[src/rtl/tlp_tx_pkg.sv]
// rtl/tlp_tx_pkg.sv - shared field offsets, word width and arbiter state encodings
package tlp_tx_pkg;

    localparam int TX_SOP_BIT   = 128;
    localparam int TX_EOP_BIT   = 129;
    localparam int TX_EMPTY_BIT = 130;
    localparam int TX_WORD_W    = 131;

    typedef enum logic [1:0] {
        ST_IDLE = 2'd0,
        ST_RP   = 2'd1,
        ST_USR  = 2'd2
    } arbState_t;

endpackage

[src/rtl/tlp_tx_skid.sv]
// rtl/tlp_tx_skid.sv - 2-entry skid/output buffer; entry 0 is always the head
module tlp_tx_skid
    import tlp_tx_pkg::*;
#(
    parameter int W = TX_WORD_W
) (
    input  logic         clk,
    input  logic         rst,
    input  logic         push,
    input  logic [W-1:0] pushData,
    input  logic         pop,
    output logic [W-1:0] headData,
    output logic [1:0]   count
);

    logic [W-1:0] ent0;
    logic [W-1:0] ent1;
    logic         doPop;

    assign doPop    = pop && (count != 2'd0);
    assign headData = ent0;

    always_ff @(posedge clk) begin
        if (rst) begin
            ent0  <= '0;
            ent1  <= '0;
            count <= 2'd0;
        end else begin
            case ({push, doPop})
                2'b10: begin
                    // a push into a full buffer is dropped; upstream credit rules prevent it
                    if (count == 2'd0) begin
                        ent0 <= pushData;
                    end else if (count == 2'd1) begin
                        ent1 <= pushData;
                    end
                    if (count != 2'd2) begin
                        count <= count + 2'd1;
                    end
                end
                2'b01: begin
                    ent0  <= ent1;
                    count <= count - 2'd1;
                end
                2'b11: begin
                    if (count == 2'd1) begin
                        ent0 <= pushData;
                    end else begin
                        ent0 <= ent1;
                        ent1 <= pushData;
                    end
                end
                default: ;
            endcase
        end
    end

endmodule

[src/rtl/tlp_txrp_arb.sv]
// rtl/tlp_txrp_arb.sv - packet-granular arbiter merging root-port FIFO TLPs with the user TX stream
module tlp_txrp_arb
    import tlp_tx_pkg::*;
#(
    parameter int C_DATA_W      = 128,
    parameter bit C_RP_PRIORITY = 1'b0
) (
    input  logic                clk,
    input  logic                rst,
    input  logic                RpTLPReady,
    input  logic [C_DATA_W+2:0] TxRpFifoData,
    output logic                TxRpFifoRdReq,
    input  logic [C_DATA_W-1:0] UsrTxData,
    input  logic                UsrTxSop,
    input  logic                UsrTxEop,
    input  logic                UsrTxEmpty,
    input  logic                UsrTxValid,
    output logic                UsrTxReady,
    output logic [C_DATA_W-1:0] TxStData,
    output logic                TxStSop,
    output logic                TxStEop,
    output logic                TxStEmpty,
    output logic                TxStValid,
    input  logic                TxStReady
);

    localparam int WORD_W = C_DATA_W + 3;

    arbState_t         state;
    arbState_t         stateNext;
    logic              lastGrantRp;
    logic              lastGrantRpNext;
    logic              inflight;
    logic [1:0]        skidCnt;
    logic [WORD_W-1:0] skidHead;
    logic [WORD_W-1:0] pushData;
    logic              push;
    logic              pop;
    logic              rpReq;
    logic              usrReq;
    logic              rpEopBack;
    logic              rpRoom;
    logic              rdReq;
    logic              usrReady;

    assign rpReq     = RpTLPReady;
    assign usrReq    = UsrTxValid && UsrTxSop;
    assign pop       = TxStValid && TxStReady;
    assign rpEopBack = inflight && TxRpFifoData[TX_EOP_BIT];

    // a beat leaving this cycle frees the slot the next request will land in
    assign rpRoom = ({1'b0, skidCnt} + {2'b00, inflight} - {2'b00, pop}) < 3'd2;

    assign push     = inflight || (UsrTxValid && usrReady);
    assign pushData = inflight ? TxRpFifoData : {UsrTxEmpty, UsrTxEop, UsrTxSop, UsrTxData};

    always_comb begin
        stateNext       = state;
        lastGrantRpNext = lastGrantRp;
        rdReq           = 1'b0;
        usrReady        = 1'b0;
        case (state)
            ST_IDLE: begin
                if (rpReq && (!usrReq || C_RP_PRIORITY || !lastGrantRp)) begin
                    stateNext = ST_RP;
                end else if (usrReq) begin
                    stateNext = ST_USR;
                end
            end
            ST_RP: begin
                // the eop word coming back kills this cycle's request, so nothing is read past eop
                rdReq = rpRoom && !rpEopBack;
                if (rpEopBack) begin
                    stateNext       = ST_IDLE;
                    lastGrantRpNext = 1'b1;
                end
            end
            ST_USR: begin
                usrReady = (skidCnt < 2'd2) || ((skidCnt == 2'd2) && TxStReady);
                if (UsrTxValid && usrReady && UsrTxEop) begin
                    stateNext       = ST_IDLE;
                    lastGrantRpNext = 1'b0;
                end
            end
            default: stateNext = ST_IDLE;
        endcase
    end

    always_ff @(posedge clk) begin
        if (rst) begin
            state       <= ST_IDLE;
            lastGrantRp <= 1'b0;
            inflight    <= 1'b0;
        end else begin
            state       <= stateNext;
            lastGrantRp <= lastGrantRpNext;
            inflight    <= rdReq;
        end
    end

    tlp_tx_skid #(
        .W (WORD_W)
    ) uSkid (
        .clk      (clk),
        .rst      (rst),
        .push     (push),
        .pushData (pushData),
        .pop      (pop),
        .headData (skidHead),
        .count    (skidCnt)
    );

    assign TxRpFifoRdReq = rdReq;
    assign UsrTxReady    = usrReady;
    assign TxStValid     = (skidCnt != 2'd0);
    assign TxStData      = skidHead[C_DATA_W-1:0];
    assign TxStSop       = TxStValid && skidHead[TX_SOP_BIT];
    assign TxStEop       = TxStValid && skidHead[TX_EOP_BIT];
    assign TxStEmpty     = TxStValid && skidHead[TX_EMPTY_BIT];

endmodule
[config.mk]
export PLATFORM = sky130hd
export DESIGN_NAME = tlp_txrp_arb
export DESIGN_NICKNAME = d
export VERILOG_FILES = /design/src/rtl/tlp_tx_pkg.sv /design/src/rtl/tlp_tx_skid.sv /design/src/rtl/tlp_txrp_arb.sv
export SDC_FILE = /design/constraint.sdc
export NUM_CORES = 1
export LEC_CHECK = 0
export BUFFER_PORTS_ARGS = -buffer_cell sky130_fd_sc_hd__buf_2
export CAP_MARGIN = 25
export CORE_MARGIN = 3
export CORE_UTILIZATION = 40
export CTS_CLUSTER_DIAMETER = 80
export DETAILED_ROUTE_END_ITERATION = 7
export PLACE_DENSITY_LB_ADDON = 0.15
export SYNTH_ARGS = -nofsm -noshare
export SYNTH_HDL_FRONTEND = slang
export SYNTH_SLANG_ARGS = --single-unit
[constraint.sdc]
create_clock -name clk -period 2.6 [get_ports clk]
set_input_delay 0.39 -clock clk [delete_from_list [all_inputs] [get_ports clk]]
set_output_delay 0.39 -clock clk [all_outputs]
set_load 0.02 [all_outputs]
After elaboration in Yosys (flattened, before gate mapping)
Index checks and enable logic that the tools add are counted.
- add/subtract/negate cells: 4
- $lt $le $gt $ge: 2
- equal/unequal tests: 15
- muxes and demuxes: 19
- reductions and logical operators: 31
- operators by type and width (operator ; number):
    $mux W131 ; 5
    $pmux W131 S3 ; 1
    $pmux W131 S2 ; 1
    $logic_and A1 B1 Y1 ; 13
    $mux W2 ; 5
    $ne A2 B2 Y1 const B ; 5
    $reduce_and A3 Y1 ; 3
    $eq A2 B2 Y1 const B ; 4
    $reduce_bool A2 Y1 ; 4
    $eq A2 B1 Y1 const B ; 3
    $pmux W2 S3 ; 1
    $logic_not A2 Y1 ; 2
    $mux W1 ; 4
    $ne A2 B1 Y1 const B ; 2
    $pmux W2 S2 ; 1
    $reduce_and A2 Y1 ; 2
    $add A2 B1 Y3 ; 1
    $logic_not A1 Y1 ; 3
    $logic_or A1 B1 Y1 ; 3
    $lt A3 B2 Y1 const B ; 1
    $ne A3 B3 Y1 const B ; 1
    $reduce_bool A3 Y1 ; 1
    $sub A3 B1 Y3 ; 1
    $add A2 B1 Y2 const B ; 1
    other kinds (3) ; 3
- bits in registers: 268
- input port bits: 267
- output and inout port bits: 134
- logic and storage cells: 77

Logic depth before layout (Yosys ltp)
Gate-level depths: netlist (run 1).
- depth after elaboration: 9
- depth in mapped cells: 9
- mapped depth without buffers: 9

Modules after synthesis
A second synthesis (run 1) with hierarchy kept.
- cell total of the unflattened synthesis: 1610
- area, all modules: 14431.3 µm²
- modules (own cells, without submodules) (module ; instances ; cells an instance ; area each (µm²)):
    tlp_tx_skid ; 1 ; 1429 ; 12545.8
    tlp_txrp_arb ; 1 ; 181 ; 1885.6

Worst setup path before layout (run 1)
Ideal clock, no wire load.
- path kind: register -> output
- start: register uSkid.count[1]
- end: output port TxRpFifoRdReq
- arrival: 2.541 ns
- setup slack: -0.331 ns
- stages on the path, launching flop included: 10
- buffers on the path: 0
- cell sequence: dfxtp_1 > inv_1 > ha_1 > nand2b_1 > inv_1 > ha_1 > nand2b_1 > fa_1 > nand3_1 > nor3_1
- word-level cells in the longest chain between the ends: 6
- RTL lines (element ; line ; source):
    from (decl) ; tlp_tx_skid.sv:13 ; output logic [1:0] count
    from (signal assigned) ; tlp_tx_skid.sv:38 ; count <= count + 2'd1;
    from (signal assigned) ; tlp_tx_skid.sv:43 ; count <= count - 2'd1;
    branches (longest 2 deep; another with $add A2 B1 Y3) ; n/a ;
    $sub A3 B1 Y3 * ; tlp_txrp_arb.sv:52 ; assign rpRoom = ({1'b0, skidCnt} + {2'b00, inflight} - {2'b00, pop}) < 3'd2;
    $lt A3 B2 Y1 * ; tlp_txrp_arb.sv:52 ;
    $logic_and A1 B1 Y1 * ; tlp_txrp_arb.sv:72 ; rdReq = rpRoom && !rpEopBack;
    $mux W1 * ; tlp_txrp_arb.sv:62 ; case (state)
    to (decl) ; tlp_txrp_arb.sv:12 ; output logic TxRpFifoRdReq,
Every way passes the cells marked *.

Worst setup path after layout (run 1)
Same ends and word-level chain as after synthesis.

==> results.py, run 1 <==
metrics = {
    "hold_path": {
        "hold_path_depth": 3,
        "min_from": "RpTLPReady",
        "min_to": "state[0]",
        "hold_path.class": "input pin to flip-flop",
    },
    "grt": {
        "grt_max_degree": 91,
        "grt_pass1_wl_um": 67700,
        "grt_antenna_before_repair": 4,
        "grt_pass1_vias": 12018,
        "gr-total-overflow": 0,
        "grt_util_all_layers": 0.225,
    },
    "finish": {
        "final_cells": 2289,
        "nNetsFinal": 2093,
        "nFillCells": 3303,
        "synthToLayoutAreaGrowth_pct": 16.8,
        "layout-drive-gt1-share": 0.278,
        "final_area_mm2": 0.0163,
    },
    "logic_synthesis": {
        "avgSynthCellArea_um2": 8.48,
        "yosysSeqAreaShare": 0.384,
        "synth_common_cells": "dfxtp_1, a21oi_1, o22ai_1",
        "synth_top_area_frac": 0.384,
        "synth_cells": 1646,
        "synth_top_cell_by_area": "dfxtp_1",
        "async_flop_share": 0,
        "synth_nets": 1918,
        "ys_types": 47,
        "yosysWarningCount": 0,
        "syn_area_mm2": 0.0140,
        "synth_most_common_cell": "dfxtp_1",
        "synth_area_leaders": "dfxtp_1, mux2i_1, buf_4, o22ai_1, a211oi_1",
        "synth_edf_count": 0,
        "ys.flop_type": "dfxtp_1",
        "synth_seq_cells": 268,
    },
    "placed_design": {
        "dp.cells": 2235,
        "place_area_mm2": 0.0153,
        "gp_congestion": 0.766,
        "io_buffers": 400,
        "hpwl_um": 27500,
    },
    "cts": {
        "cts_buffers": 29,
        "cts_sinks": 268,
        "ctsHtreeMaxLevel": 1,
        "tritoncts": "built",
        "cts.clk_slew.worst_paths_ns": 0.06,
        "root_buffer": "clkbuf_16",
        "clkLatencyLatePin_ns": 0.54,
        "hold_buffers": 0,
        "cts_max_path_buffers": 3,
    },
    "floorplan": {
        "io_pins": 401,
        "coreArea_mm2": 0.0340,
        "die_w_um": 193,
        "die_h_um": 193,
        "start_util": 0.411,
        "dieArea_mm2": 0.0372,
        "fp-row-count": 67,
    },
    "sta": {
        "min_period_over_period": 1.10,
        "grt_setup_unrepaired": "yes",
        "fmax_ghz": 0.349,
        "final_hold_viol_count": 0,
        "period_needed_ns": 2.87,
        "relSlewSlack": 0.530,
        "finalSetupViolCount": 1,
        "drv_slew": 0,
        "setup_slack_ns": -0.268,
        "skew_ns": 0.00647,
        "worst_slew_pin_slew_ns": 0.706,
    },
    "detailed_routing": {
        "dr_total_vias": 12684,
        "detail_route.vias_per_cell": 5.54,
        "routed_wl_um": 44100,
        "firstDrtPassIters": 7,
        "ant_nets": 0,
        "dr.first_iter.drc_count": 782,
        "drcViolationCount": 0,
        "wl_per_cell_um": 19.3,
    },
    "run_status": {
        "violations": "negative setup slack",
        "outcome": "finished, violations left",
    },
    "worst_setup_path": {
        "r2r-end": "uSkid.headData[43]",
        "end_kind": "primary output",
        "worstSetupStartpointType": "flip-flop",
        "r2r_setup_slack_ns": 0.17,
        "crit_type": "flip-flop to primary output",
        "arrival_ns": 2.48,
        "worst-r2r-cell-count": 8,
        "r2r-start": "uSkid.count[0]",
        "crit_fanout": 2,
        "required_ns": 2.21,
    },
    "power_and_ir_drop": {
        "power_mw": 17.3,
        "ir_drop_mv": 0.536,
        "leakage_nw": 6.49,
        "power_density_mw_per_mm2": 1060,
    },
    "flow_run": {
        "drv_cap": 0,
    },
}
critical path: stages, from the launching register on:
cell	delay, ns
dfxtp_2	0.33
inv_2	0.05
ha_4	0.15
nand2b_4	0.15
inv_4	0.06
ha_4	0.18
nand2b_4	0.13
fa_1	0.50
nand3_2	0.11
nor3_4	0.14
buf_6	0.14
placed cells by master, fill, tap and decap left out, types with 2 or more instances in the layout:
cell type | Yosys | layout
a21oi_1 | 182 | 182
clkinv_2 | 0 | 3
clkbuf_16 | 0 | 29
buf_4 | 159 | 23
buf_2 | 70 | 398
ha_4 | 0 | 2
nor2_1 | 100 | 100
inv_1 | 5 | 2
nor3_4 | 0 | 2
diode_2 | 0 | 4
clkbuf_1 | 67 | 10
nor2b_1 | 4 | 4
nand2_1 | 87 | 87
nor3_1 | 3 | 2
o21ai_0 | 49 | 49
a31oi_1 | 2 | 2
nand2b_1 | 90 | 87
o22ai_1 | 164 | 164
mux2i_1 | 131 | 131
nor4_1 | 48 | 48
nand2b_4 | 0 | 3
nand3_1 | 5 | 4
dfxtp_2 | 0 | 2
dfxtp_1 | 268 | 265
buf_12 | 0 | 21
clkbuf_8 | 0 | 5
or3_1 | 48 | 48
a211oi_1 | 131 | 131
inv_2 | 0 | 2
metrics by stage:
stage	hold WS, ns	setup WS (ns)	utilization	setup TNS (ns)
floorplan	0.458	0.0126	-	0
global placement	0.471	0.0702	0.452	0
detailed placement	0.471	0.0694	0.452	0
CTS	0.114	-0.386	0.480	-0.386
global route	0.145	-0.383	0.480	-0.383
finish	0.134	-0.268	0.480	-0.268
registers in the layout (all words and copies together), names as in the netlist:
name            count
uSkid.ent1        131
uSkid.headData    131
state               2
uSkid.count         2
inflight            1
lastGrantRp         1
power breakdown:
part	internal [mW]	leakage (nW)	total, mW	switching (mW)
logic	2.78	3.88	7.83	5.05
clock network	2.24	0.424	3.88	1.64
registers	5.10	2.18	5.62	0.519
total	10.1	6.49	17.3	7.21
routing by layer:
metal  share of wire  global-route usage  vias to the layer above
met3           0.079              0.0450                       52
met2            0.47               0.374                      458
met1            0.43               0.298                     5955
met4           0.018              0.0566                        0
met5               0                   0                        -
li1                -                   -                     6219
area by class of cell:
| cell class | count | area [µm²] | area share |
|---|---|---|---|
| Antenna cell | 4 | 10.0 | 0.000614 |
| Clock buffer | 43 | 818 | 0.0502 |
| Clock inverter | 4 | 45.0 | 0.00276 |
| Inverter | 5 | 21.3 | 0.00131 |
| Multi-Input combinational cell | 1073 | 6860 | 0.421 |
| Sequential cell | 268 | 5370 | 0.330 |
| Tap cell | 448 | 561 | 0.0344 |
| Timing Repair Buffer | 444 | 2610 | 0.160 |
worst max path at each step:
stage	startpoint	end	slack, ns	depth (start not counted)
finish	uSkid.count[1]	TxRpFifoRdReq	-0.27	10
global route	uSkid.count[1]	TxRpFifoRdReq	-0.38	10
CTS	uSkid.count[1]	TxRpFifoRdReq	-0.39	10
detailed placement	uSkid.count[0]	TxRpFifoRdReq	0.07	10
global placement	uSkid.count[0]	TxRpFifoRdReq	0.07	10
floorplan	uSkid.count[0]	TxRpFifoRdReq	0.01	9
logic make-up (layout without fill, tap and decap cells):
group | Yosys count | after routing | synth area share
XOR/XNOR | 2 | 2 | 0.00126
AO/OA/AOI/OAI | 540 | 540 | 0.239
adder cells (fa/ha/maj) | 5 | 5 | 0.00502
multiplexers | 132 | 132 | 0.0948
buffers and inverters | 305 | 496 | 0.132
other | 0 | 4 | 0
AND/OR/NAND/NOR | 394 | 394 | 0.144
flip-flops | 268 | 268 | 0.384
repair_timing:
| item | 4_1_cts | 5_1_grt |
|---|---|---|
| gates resized for setup | 11 | 1 |
| buffers inserted | 3 | 0 |
| setup endpoints to repair | 1 | 1 |
| pin swaps | 2 | 2 |
Note: power is estimated with default switching activity, not from simulation.
==> run 2: changes to the inputs <==
--- a/config.mk
+++ b/config.mk
@@ -12,6 +12,7 @@
 export CTS_CLUSTER_DIAMETER = 80
 export DETAILED_ROUTE_END_ITERATION = 7
 export PLACE_DENSITY_LB_ADDON = 0.15
+export SKIP_CTS_REPAIR_TIMING = 1
 export SYNTH_ARGS = -nofsm -noshare
 export SYNTH_HDL_FRONTEND = slang
 export SYNTH_SLANG_ARGS = --single-unit
==> results.py, run 2 (synthesis results as in run 1) <==
metrics = {
    "placed_design": {
        "gp_congestion": 0.766,
        "io_buffers": 400,
        "dp.cells": 2235,
        "hpwl_um": 27500,
        "place_area_mm2": 0.0153,
    },
    "power_and_ir_drop": {
        "power_density_mw_per_mm2": 1060,
        "internal-power_mw": 10.1,
        "ir_drop_mv": 0.537,
        "power_mw": 17.3,
        "leakage_nw": 6.49,
        "combPwrFrac": 0.452,
        "switching_share": 0.416,
        "power_frac_clock": 0.224,
        "seqPwrFrac": 0.324,
        "p_switching_mw": 7.21,
    },
    "finish": {
        "layout-drive-gt1-share": 0.278,
        "synthToLayoutAreaGrowth_pct": 16.9,
        "final_area_mm2": 0.0163,
        "final_cells": 2290,
        "nFillCells": 3304,
        "nNetsFinal": 2094,
        "fin_util": 0.480,
        "layout_commonest_cell": "buf_2",
        "final_cell_mix": "buf_2, dfxtp_1, a21oi_1",
    },
    "worst_setup_path": {
        "path_buf_inv": 3,
        "required_ns": 2.21,
        "crit_fanout": 3,
        "slowest_delay_ns": 0.56,
        "end_kind": "primary output",
        "worstSetupStartpointType": "flip-flop",
        "r2r_setup_slack_ns": 0.21,
        "crit_chain": "inv_4 -> ha_4 -> nand2b_4 -> inv_4 -> ha_4 -> nand2b_4 -> fa_1 -> nand3_2 -> nor3_4 -> buf_6",
        "crit_type": "flip-flop to primary output",
        "slowest_stage": "fa_1",
        "cp_top_family": "adder cells",
        "arrival_ns": 2.60,
    },
    "sta": {
        "timing.hold.ws_ns": 0.135,
        "skew_ns": 0.00712,
        "drv_slew": 0,
        "period_needed_ns": 2.99,
        "fmax_ghz": 0.334,
        "grt_setup_unrepaired": "yes",
        "final_hold_viol_count": 0,
        "relSlewSlack": 0.622,
        "finalSetupViolCount": 1,
        "min_period_over_period": 1.15,
        "worst_slew_pin_slew_ns": 0.567,
        "setup_slack_ns": -0.391,
    },
    "grt": {
        "grt_pass1_wl_um": 67600,
        "grt_pass1_vias": 11976,
        "grt_antenna_before_repair": 4,
        "grt_util_all_layers": 0.224,
        "grt_max_degree": 91,
        "gr-total-overflow": 0,
    },
    "floorplan": {
        "dieArea_mm2": 0.0372,
        "die_w_um": 193,
        "coreArea_mm2": 0.0340,
        "io_pins": 401,
        "fp-row-count": 67,
        "start_util": 0.411,
        "die_h_um": 193,
    },
    "cts": {
        "clkLatencyLatePin_ns": 0.54,
        "cts_buffers": 29,
        "cts.clk_slew.worst_paths_ns": 0.06,
        "ctsHtreeMaxLevel": 1,
        "tritoncts": "built",
        "root_buffer": "clkbuf_16",
        "cts_sinks": 268,
        "cts_max_path_buffers": 3,
    },
    "run_status": {
        "violations": "negative setup slack",
        "outcome": "finished, violations left",
    },
    "detailed_routing": {
        "dr.first_iter.drc_count": 834,
        "wl_per_cell_um": 19.3,
        "dr_total_vias": 12739,
        "routed_wl_um": 44100,
        "drcViolationCount": 0,
        "detail_route.vias_per_cell": 5.56,
        "firstDrtPassIters": 5,
        "ant_nets": 0,
    },
    "hold_path": {
        "hold_path.class": "input pin to flip-flop",
    },
    "flow_run": {
        "drv_cap": 0,
    },
}
-- run 2: cell count changes in the layout (fill, tap and decap cells not counted) --
cell / delta
inv_2: -1
inv_4: +1
buf_6: +1
-- run 2: final timing paths --
path | end | depth (start not counted) | start
setup / recovery | TxRpFifoRdReq | 10 | uSkid.count[0]
hold / removal | state[0] | 3 | RpTLPReady
setup reg to reg | uSkid.headData[43] | 9 | uSkid.count[1]
hold reg to reg | uSkid.headData[79] | 2 | uSkid.headData[79]
-- run 2: tightest hold or removal path, delay by kind of cell --
kind,cells,cell delay [ns]
compound gates,1,0.06
buf+inv,1,0.10
simple gates,1,0.07
-- run 2: layout make-up --
| cell class | count | area, µm² | area share |
|---|---|---|---|
| clock inverters | 4 | 45.0 | 0.00276 |
| inverters | 5 | 23.8 | 0.00146 |
| flip-flops and latches | 268 | 5370 | 0.329 |
| multi-input cells | 1073 | 6860 | 0.421 |
| well taps | 448 | 561 | 0.0344 |
| repair buffers | 445 | 2620 | 0.161 |
| clock buffers | 43 | 818 | 0.0502 |
| diodes | 4 | 10.0 | 0.000614 |
-- run 2: per-stage QoR --
stage / worst slack, ns / TNS [ns]
6_report: -0.391 / -0.391
5_1_grt: -0.503 / -0.503
3_5_place_dp: 0.0694 / 0
2_1_floorplan: 0.0126 / 0
4_1_cts: -0.526 / -0.526
3_3_place_gp: 0.0702 / 0
-- run 2: power groups by stage --
stage          clock, mW  combinational [mW]  sequential, mW
2_1_floorplan          0                6.43            5.57
3_3_place_gp           0                7.71            5.68
3_5_place_dp           0                7.81            5.69
4_1_cts             3.98                7.82            5.62
5_1_grt             4.13                8.58            5.75
6_report            3.88                7.85            5.62
-- run 2: layer usage --
metal | vias up | wire [µm] | global-route usage
met3 | 46 | 3570 | 0.0450
met5 | - | 0 | 0
met1 | 5992 | 18900 | 0.299
li1 | 6218 | - | -
met2 | 483 | 20900 | 0.372
met4 | 0 | 751 | 0.0563
==> run 3: changes to the inputs <==
--- a/config.mk
+++ b/config.mk
@@ -8,7 +8,7 @@
 export BUFFER_PORTS_ARGS = -buffer_cell sky130_fd_sc_hd__buf_2
 export CAP_MARGIN = 25
 export CORE_MARGIN = 3
-export CORE_UTILIZATION = 40
+export CORE_UTILIZATION = 48
 export CTS_CLUSTER_DIAMETER = 80
 export DETAILED_ROUTE_END_ITERATION = 7
 export PLACE_DENSITY_LB_ADDON = 0.15
==> results.py, run 3 (synthesis results as in run 1) <==
metrics = {
    "run_status": {
        "outcome": "finished, violations left",
        "violations": "negative setup slack",
    },
    "power_and_ir_drop": {
        "seqPwrFrac": 0.322,
        "internal-power_mw": 10.3,
        "power_mw": 17.5,
        "ir_drop_mv": 0.488,
        "p_switching_mw": 7.20,
        "leakage_nw": 6.49,
        "power_frac_clock": 0.230,
        "power_density_mw_per_mm2": 1080,
        "switching_share": 0.412,
        "combPwrFrac": 0.448,
    },
    "detailed_routing": {
        "dr.first_iter.drc_count": 1070,
        "ant_nets": 0,
        "drcViolationCount": 0,
        "firstDrtPassIters": 5,
        "detail_route.vias_per_cell": 5.83,
        "routed_wl_um": 42800,
        "wl_per_cell_um": 19.3,
        "dr_total_vias": 12901,
    },
    "worst_setup_path": {
        "worstSetupStartpointType": "flip-flop",
        "end_kind": "primary output",
        "path_buf_inv": 3,
        "crit_fanout": 2,
        "r2r-start": "uSkid.count[1]",
        "cp-startpoint": "uSkid.count[1]",
        "crit_chain": "inv_2 -> ha_4 -> nand2b_4 -> inv_4 -> ha_4 -> nand2b_4 -> fa_1 -> nand3_2 -> nor3_4 -> buf_6",
        "arrival_ns": 2.65,
        "slowest_delay_ns": 0.56,
        "slowest_stage": "fa_1",
        "required_ns": 2.21,
        "cp_top_family": "adder cells",
        "crit_type": "flip-flop to primary output",
    },
    "placed_design": {
        "hpwl_um": 26100,
        "io_buffers": 400,
        "post-place-ws_ns": 0.0470,
        "gp_congestion": 0.786,
        "dp.cells": 2164,
        "place_area_mm2": 0.0153,
    },
    "sta": {
        "fmax_ghz": 0.329,
        "drv_slew": 0,
        "min_period_over_period": 1.17,
        "finalSetupViolCount": 1,
        "skew_ns": 0.00971,
        "setup_slack_ns": -0.437,
        "final_hold_viol_count": 0,
        "timing.hold.ws_ns": 0.137,
        "relSlewSlack": 0.540,
        "worst_slew_pin_slew_ns": 0.691,
        "grt_setup_unrepaired": "yes",
        "period_needed_ns": 3.04,
        "finalSetupTns_ns": -0.437,
    },
    "grt": {
        "grt_pass1_wl_um": 65800,
        "grt_max_degree": 100,
        "gr-total-overflow": 0,
        "grt_antenna_before_repair": 4,
        "grt_util_all_layers": 0.256,
        "grt_pass1_vias": 12228,
    },
    "finish": {
        "final_cells": 2212,
        "final_cell_mix": "buf_2, dfxtp_1, a21oi_1",
        "final_area_mm2": 0.0162,
        "nFillCells": 2612,
        "synthToLayoutAreaGrowth_pct": 16.3,
        "nNetsFinal": 2089,
        "layout_commonest_cell": "buf_2",
        "layout-drive-gt1-share": 0.277,
        "fin_util": 0.575,
    },
    "hold_path": {
        "min_from": "RpTLPReady",
        "hold_path.class": "input pin to flip-flop",
    },
    "cts": {
        "cts_buffers": 28,
        "cts.clk_slew.worst_paths_ns": 0.06,
        "tritoncts": "built",
        "clkLatencyLatePin_ns": 0.54,
        "cts_max_path_buffers": 3,
        "cts_sinks": 268,
        "ctsHtreeMaxLevel": 1,
        "root_buffer": "clkbuf_16",
    },
    "floorplan": {
        "die_w_um": 177,
        "io_pins": 401,
        "die_h_um": 177,
        "coreArea_mm2": 0.0282,
        "fp-row-count": 61,
        "dieArea_mm2": 0.0312,
        "start_util": 0.494,
    },
    "flow_run": {
        "drv_cap": 0,
    },
}
-- run 3: cell count changes in the layout (fill, tap and decap cells not counted) --
cell and change:
buf_12 +1, bufinv_16 +1, inv_4 -1, buf_4 -4, inv_2 +1, clkinv_2 -3
clkbuf_1 -3, diode_2 -2, clkinvlp_4 +1, clkbuf_8 +1
-- run 3: path summary, 6_finish.rpt --
path                            cells past startpoint            endpoint  slack, ns
worst min-delay path                                3            state[0]       0.14
worst min register to register                      2  uSkid.headData[80]       0.48
worst max-delay path                               10       TxRpFifoRdReq      -0.44
worst max register to register                      8  uSkid.headData[32]       0.14
-- run 3: layout make-up --
| cell class | instances | area [µm²] | area share |
|---|---|---|---|
| clock buffer | 42 | 835 | 0.0514 |
| antenna | 2 | 5.00 | 0.000308 |
| timing repair buffer | 441 | 2600 | 0.160 |
| multi-input combinational | 1073 | 6860 | 0.423 |
| tap | 378 | 473 | 0.0291 |
| inverter | 5 | 21.3 | 0.00131 |
| sequential | 268 | 5370 | 0.331 |
| clock inverter | 3 | 67.6 | 0.00416 |
-- run 3: metal layers --
layer	track usage	wire length (µm)	vias to the layer above
met4	0.0736	987	4
met3	0.0460	3280	68
li1	-	-	6194
met5	0	17	-
met1	0.335	17900	6127
met2	0.435	20600	508
-- run 3: power groups by stage --
stage	Clock [mW]	Sequential, mW	Combinational, mW
CTS	4.09	5.61	7.78
global route	4.25	5.73	8.47
floorplan	0	5.57	6.43
detailed placement	0	5.68	7.76
global placement	0	5.66	7.66
finish	4.02	5.62	7.82
-- run 3: worst reg2reg max path, cell delays in order, from the launching register on --
cell and delay [ns]:
dfxtp_2 0.32, inv_2 0.07, ha_4 0.13, buf_4 0.56, mux2_2 0.42, a41o_4 0.28
nand2b_4 0.13, buf_12 0.25, o22ai_1 0.16
